File: src/rtl/mmu_seq.sv
// mmu_seq: sequential fixed-point matrix multiplier, C = A*B (+ ACC).
// One inner-product step (k) per cycle for all (i,j) in parallel; the result
// is shifted back to Q format, saturated, and held until the next product.
// Ports:
//   clk, rst          clock, synchronous active-high reset
//   start             request a product (accepted only when idle)
//   accum_en          add mat_in_accum into the product (sampled with start)
//   mat_in1/2         matrices A [ROWS x K] and B [K x COLS]
//   mat_in_accum      matrix ACC [ROWS x COLS]
//   busy              high while a product is in flight
//   mat_out           result C, held until the next result
//   data_ready        one-cycle pulse when mat_out is updated
//   sat_flag          any element of mat_out was clipped
module mmu_seq #(
  parameter int unsigned NUM_ROWS_A = 2,
  parameter int unsigned NUM_COLS_A = 2,
  parameter int unsigned NUM_COLS_B = 2,
  parameter int unsigned DATA_WIDTH = 16,
  parameter int unsigned FIXED_PNT  = 8
) (
  input  logic                                                        clk,
  input  logic                                                        rst,
  input  logic                                                        start,
  input  logic                                                        accum_en,
  input  logic signed [NUM_ROWS_A-1:0][NUM_COLS_A-1:0][DATA_WIDTH-1:0] mat_in1,
  input  logic signed [NUM_COLS_A-1:0][NUM_COLS_B-1:0][DATA_WIDTH-1:0] mat_in2,
  input  logic signed [NUM_ROWS_A-1:0][NUM_COLS_B-1:0][DATA_WIDTH-1:0] mat_in_accum,
  output logic                                                        busy,
  output logic signed [NUM_ROWS_A-1:0][NUM_COLS_B-1:0][DATA_WIDTH-1:0] mat_out,
  output logic                                                        data_ready,
  output logic                                                        sat_flag
);

  localparam int unsigned DW = DATA_WIDTH;
  localparam int unsigned AW = 2 * DATA_WIDTH + $clog2(NUM_COLS_A) + 1;
  localparam int unsigned KW = (NUM_COLS_A > 1) ? $clog2(NUM_COLS_A) : 1;

  localparam logic [1:0] S_IDLE    = 2'd0;
  localparam logic [1:0] S_COMPUTE = 2'd1;
  localparam logic [1:0] S_DONE    = 2'd2;

  // Saturation bounds expressed at accumulator width.
  localparam logic signed [AW-1:0] SAT_MAX = {{(AW-DW+1){1'b0}}, {(DW-1){1'b1}}};
  localparam logic signed [AW-1:0] SAT_MIN = {{(AW-DW+1){1'b1}}, {(DW-1){1'b0}}};

  logic [1:0]    state_q, state_d;
  logic [KW-1:0] k_q, k_d;
  logic [NUM_ROWS_A-1:0][NUM_COLS_A-1:0][DW-1:0] a_q, a_d;
  logic [NUM_COLS_A-1:0][NUM_COLS_B-1:0][DW-1:0] b_q, b_d;
  logic signed [AW-1:0] acc_q [NUM_ROWS_A][NUM_COLS_B];
  logic signed [AW-1:0] acc_d [NUM_ROWS_A][NUM_COLS_B];
  logic [NUM_ROWS_A-1:0][NUM_COLS_B-1:0][DW-1:0] mat_out_q, mat_out_d;
  logic          sat_q, sat_d;
  logic          busy_q, busy_d;
  logic          ready_q, ready_d;

  logic [NUM_ROWS_A-1:0][NUM_COLS_B-1:0][DW-1:0] clip_c;
  logic          sat_any_c;

  // Rescale each accumulator (floor) and clip to the element range.
  always_comb begin
    logic signed [AW-1:0] sh;
    sat_any_c = 1'b0;
    clip_c    = '0;
    for (int i = 0; i < NUM_ROWS_A; i++) begin
      for (int j = 0; j < NUM_COLS_B; j++) begin
        sh = acc_q[i][j] >>> FIXED_PNT;
        if (sh > SAT_MAX) begin
          clip_c[i][j] = SAT_MAX[DW-1:0];
          sat_any_c    = 1'b1;
        end else if (sh < SAT_MIN) begin
          clip_c[i][j] = SAT_MIN[DW-1:0];
          sat_any_c    = 1'b1;
        end else begin
          clip_c[i][j] = sh[DW-1:0];
        end
      end
    end
  end

  // Next-state and datapath update.
  always_comb begin
    state_d   = state_q;
    k_d       = k_q;
    a_d       = a_q;
    b_d       = b_q;
    acc_d     = acc_q;
    mat_out_d = mat_out_q;
    sat_d     = sat_q;
    busy_d    = busy_q;
    ready_d   = 1'b0;
    case (state_q)
      S_IDLE: begin
        if (start) begin
          a_d    = mat_in1;
          b_d    = mat_in2;
          k_d    = '0;
          busy_d = 1'b1;
          for (int i = 0; i < NUM_ROWS_A; i++) begin
            for (int j = 0; j < NUM_COLS_B; j++) begin
              acc_d[i][j] = accum_en ? (AW'($signed(mat_in_accum[i][j])) <<< FIXED_PNT) : '0;
            end
          end
          state_d = S_COMPUTE;
        end
      end
      S_COMPUTE: begin
        for (int i = 0; i < NUM_ROWS_A; i++) begin
          for (int j = 0; j < NUM_COLS_B; j++) begin
            acc_d[i][j] = acc_q[i][j] +
                          AW'($signed(a_q[i][k_q])) * AW'($signed(b_q[k_q][j]));
          end
        end
        if (k_q == KW'(NUM_COLS_A - 1)) begin
          state_d = S_DONE;
        end else begin
          k_d = k_q + KW'(1);
        end
      end
      S_DONE: begin
        mat_out_d = clip_c;
        sat_d     = sat_any_c;
        ready_d   = 1'b1;
        busy_d    = 1'b0;
        state_d   = S_IDLE;
      end
      default: state_d = S_IDLE;
    endcase
  end

  // State registers with synchronous reset.
  always_ff @(posedge clk) begin
    if (rst) begin
      state_q   <= S_IDLE;
      k_q       <= '0;
      a_q       <= '0;
      b_q       <= '0;
      mat_out_q <= '0;
      sat_q     <= 1'b0;
      busy_q    <= 1'b0;
      ready_q   <= 1'b0;
      for (int i = 0; i < NUM_ROWS_A; i++) begin
        for (int j = 0; j < NUM_COLS_B; j++) begin
          acc_q[i][j] <= '0;
        end
      end
    end else begin
      state_q   <= state_d;
      k_q       <= k_d;
      a_q       <= a_d;
      b_q       <= b_d;
      mat_out_q <= mat_out_d;
      sat_q     <= sat_d;
      busy_q    <= busy_d;
      ready_q   <= ready_d;
      acc_q     <= acc_d;
    end
  end

  assign busy       = busy_q;
  assign mat_out    = mat_out_q;
  assign data_ready = ready_q;
  assign sat_flag   = sat_q;

endmodule

File: config.mk
export PLATFORM = sky130hd
export DESIGN_NAME = mmu_seq
export DESIGN_NICKNAME = d
export VERILOG_FILES = /design/src/rtl/mmu_seq.sv
export SDC_FILE = /design/constraint.sdc
export NUM_CORES = 2
export LEC_CHECK = 0
export ABC_AREA = 1
export CORE_ASPECT_RATIO = 1.1
export CORE_UTILIZATION = 58
export DETAILED_ROUTE_END_ITERATION = 7
export GPL_TIMING_DRIVEN = 0
export MAX_ROUTING_LAYER = met4
export PLACE_DENSITY = 0.8
export SYNTH_ARGS = -nofsm -noshare
export SYNTH_HDL_FRONTEND = slang
export SYNTH_SLANG_ARGS = --single-unit
File: constraint.sdc
create_clock -name clk -period 6.09 [get_ports clk]
set_input_delay 0.609 -clock clk [delete_from_list [all_inputs] [get_ports clk]]
set_output_delay 0.609 -clock clk [all_outputs]
set_load 0.005 [all_outputs]
==> metrics.txt <==
# TYPE chip_impl_metric gauge
chip_impl_info{name="cpMostUsedCell",value="fa_1"} 1
chip_impl_metric{name="routed-via-count",unit=""} 54400
chip_impl_metric{name="timing.reg2reg.worst_path_depth",unit=""} 28
chip_impl_metric{name="max_slew_margin_vs_limit",unit=""} -0.0941
chip_impl_metric{name="final.setup_skew",unit="ns"} 0.0668
chip_impl_metric{name="yosysUniqueCellTypes",unit=""} 51
chip_impl_info{name="synth-main-ff-cell",value="dfxtp_1"} 1
chip_impl_metric{name="grt_antenna_before_repair",unit=""} 9
chip_impl_metric{name="place.detailed.hpwl",unit="um"} 187000
chip_impl_metric{name="cp_data_arrival_time",unit="ns"} 7.14
chip_impl_metric{name="grt_max_degree",unit=""} 20
chip_impl_metric{name="cts_sinks",unit=""} 334
chip_impl_metric{name="hold_slack_final",unit="ns"} 0.455
chip_impl_metric{name="final_layout_size_suffix_gt1_frac",unit=""} 0.173
chip_impl_metric{name="gp_congestion",unit=""} 1.08
chip_impl_info{name="clock_tree_from_tritoncts",value="done"} 1
chip_impl_metric{name="syn2layout_area_growth",unit="%"} 22.2
chip_impl_metric{name="drtIter0Drc",unit=""} 5285
chip_impl_info{name="root_buffer",value="clkbuf_16"} 1
chip_impl_info{name="setup_repair_after_global_routing_missed_its_margin",value="yes"} 1
chip_impl_metric{name="die_height",unit="um"} 338
chip_impl_metric{name="postSynthCellCount",unit=""} 7415
chip_impl_metric{name="design.die.area",unit="sq um"} 104000
chip_impl_metric{name="finish.utilization",unit=""} 0.714
chip_impl_info{name="rr_endpoint",value="acc_q[127]"} 1
chip_impl_info{name="most_frequent_cells_in_the_layout",value="1531 x inv_1, 1165 x fa_1, 1016 x nand2_1"} 1
chip_impl_metric{name="wl_per_cell",unit="um"} 25.1
chip_impl_metric{name="synth_enable_flop_cells",unit=""} 0
chip_impl_metric{name="synth_sequential_area_ratio",unit=""} 0.112
chip_impl_metric{name="antenna_violating_nets_post_route",unit=""} 0
chip_impl_metric{name="finalHoldViolations",unit=""} 0
chip_impl_metric{name="async_flop_share",unit=""} 0
chip_impl_metric{name="cp.required",unit="ns"} 6.66
chip_impl_metric{name="routed_wirelength",unit="um"} 236000
chip_impl_info{name="setup.worst_path.end_class",value="flop"} 1
chip_impl_metric{name="die_width",unit="um"} 308
chip_impl_metric{name="h-tree-depth",unit=""} 2
chip_impl_metric{name="holdPathStages",unit=""} 2
chip_impl_metric{name="fin_crit_sh",unit=""} 1.08
chip_impl_metric{name="post_synth_net_total",unit=""} 9239
chip_impl_metric{name="dr.pass1.iters",unit=""} 7
chip_impl_metric{name="number_of_global_route_vias_before_repair",unit=""} 55900
chip_impl_metric{name="slowest_delay",unit="ns"} 0.54
chip_impl_metric{name="grt.met2_usage",unit=""} 0.677
chip_impl_metric{name="met1_use_gr",unit=""} 0.551
chip_impl_metric{name="rrSetupSlack",unit="ns"} -0.48
chip_impl_metric{name="slew_viol_final",unit=""} 23
chip_impl_metric{name="vias_per_cell",unit=""} 5.79
chip_impl_metric{name="holdBufCountCts",unit=""} 0
chip_impl_metric{name="worst_margin_pin_slew",unit="ns"} 1.64
chip_impl_metric{name="grt_overflow",unit=""} 0
chip_impl_metric{name="grtUsageTotal",unit=""} 0.471
chip_impl_info{name="run_status",value="complete, but fails checks"} 1
chip_impl_info{name="globalRoute.busiestLayer",value="met2"} 1
chip_impl_metric{name="timing.final.crit_period",unit="ns"} 6.57
chip_impl_metric{name="cts_made_buffers",unit=""} 38
chip_impl_metric{name="layout.nets",unit=""} 9801
chip_impl_metric{name="worst_skew_pair.late_latency",unit="ns"} 0.69
chip_impl_metric{name="buffer_ports.inserted",unit=""} 261
chip_impl_metric{name="cts.reportedPaths.clkPinSlew",unit="ns"} 0.07
chip_impl_metric{name="mappedNetlistArea",unit="sq um"} 59700
chip_impl_metric{name="maximum_clock_frequency",unit="GHz"} 0.152
chip_impl_metric{name="clk_path_buf_depth",unit=""} 3
chip_impl_metric{name="timing.max_cap.violations",unit=""} 3
chip_impl_metric{name="timing.final.ws_setup",unit="ns"} -0.478
chip_impl_info{name="worstReg2RegStart",value="k_q"} 1
chip_impl_metric{name="floorplan.initialDensity",unit=""} 0.584
chip_impl_info{name="hold_wc_path_type",value="reg -> reg"} 1
chip_impl_info{name="holdCritStartpoint",value="mat_out[27]"} 1
chip_impl_metric{name="drcViolationCount",unit=""} 0
chip_impl_metric{name="placeableCoreArea",unit="sq um"} 102000
chip_impl_metric{name="dpl.cell_count",unit=""} 9055
chip_impl_info{name="type_of_the_worst_setup_path",value="reg -> reg"} 1
chip_impl_metric{name="io_pins",unit=""} 263
chip_impl_metric{name="yosys_register_bits",unit=""} 334
chip_impl_info{name="layout_commonest_cell",value="inv_1"} 1
chip_impl_metric{name="globalRouteMet3Util",unit=""} 0.152
chip_impl_metric{name="finalSetupViolCount",unit=""} 89
chip_impl_info{name="worst_hold_path.endpoint",value="mat_out[27]"} 1
chip_impl_info{name="failed_checks",value="capacitance limit, slew limit, setup timing"} 1
chip_impl_metric{name="synth_warnings",unit=""} 0
chip_impl_metric{name="critPathMaxFanout",unit=""} 10
chip_impl_metric{name="finish.cell_count_without_fillers",unit=""} 9401
chip_impl_metric{name="synth_area_per_cell",unit="sq um"} 8.05
chip_impl_info{name="worst_path_max_delay_cell",value="fa_1"} 1
chip_impl_metric{name="row_count",unit=""} 123
chip_impl_info{name="worstSetupStartpointType",value="flop"} 1
chip_impl_metric{name="grt_pass1_wl",unit="um"} 347000
worst max path at each step:
stage               start  depth (start not counted)  slack, ns         end
finish                k_q                         28      -0.48  acc_q[127]
global route          k_q                         31      -0.61   acc_q[65]
CTS                   k_q                         29      -0.39   acc_q[65]
detailed placement    k_q                         26      -1.92   acc_q[65]
global placement      k_q                         25      -1.93  acc_q[135]
floorplan             k_q                         28       0.02   acc_q[98]
cell usage after synthesis, types with 51 or more instances:
cell	count	area share
buf_2	172	0.014
a21oi_1	372	0.031
nand3_1	165	0.014
nor2_1	1032	0.065
inv_1	1595	0.10
inv_2	51	0.0032
fa_1	1220	0.41
o21ai_0	368	0.031
ha_1	408	0.086
clkbuf_1	90	0.0057
nand2_1	1166	0.073
dfxtp_1	334	0.11
repair_timing:
item / in CTS / in global routing
cloned: 0 / 4
endpoints found under the hold margin: 0 / 0
pin swaps: 135 / 196
buffers inserted: 160 / 93
gates resized for setup: 820 / 487
setup endpoints to repair: 105 / 100
cells by family (layout without fill, tap and decap cells):
group                    Yosys count  count (layout)  share of synthesized area
buffers and inverters           1945            2535                      0.129
AND/OR/NAND/NOR                 2573            2573                      0.176
other                              0              21                          0
flip-flops                       334             334                      0.112
AO/OA/AOI/OAI                    888             888                     0.0811
adder cells (fa/ha/maj)         1628            1628                      0.495
XOR/XNOR                          47              47                    0.00690
area by class of cell:
cell class                 count  area (sq um)
multi-input combinational   5136         49200
fill                        8025         29300
sequential                   334          6690
inverter                    1647          6300
timing repair buffer         522          5090
buffer                       298          2520
tap                         1375          1720
clock buffer                  55          1100
clock inverter                13           220
antenna                       21          52.6
per-layer routing:
metal | up-vias | wire [um]
li1 | 23300 | -
met1 | 26900 | 81500
met2 | 3201 | 102000
met3 | 941 | 30000
met4 | 0 | 22300
met5 | - | 0
metrics by stage:
stage	cell area, sq um	TNS [ns]	worst slack, ns
finish	72900	-24.43	-0.478
CTS	70100	-20.98	-0.394
global route	72900	-36.79	-0.613
floorplan	59700	0	0.0152
detailed placement	64100	-123.89	-1.92
global placement	64000	-132.21	-1.93
worst max-delay path, delay by kind of cell (launching register included):
kind            cells  cell delay [ns]
compound gates      3             0.40
simple gates        7             1.11
flops               1             0.39
fa+ha+maj           7             3.25
buf+inv            11             1.27
sequential cells by signal, indices dropped and copies added (netlist names):
| signal | count |
|---|---|
| k_q | 1 |
| a_q | 64 |
| sat_flag | 1 |
| data_ready | 1 |
| state_q | 2 |
| acc_q | 136 |
| b_q | 64 |
| busy | 1 |
| mat_out | 64 |
Power is left out: the tool's default activity adds up to more than one toggle a clock period on the data nets, which glitch-free logic cannot reach.
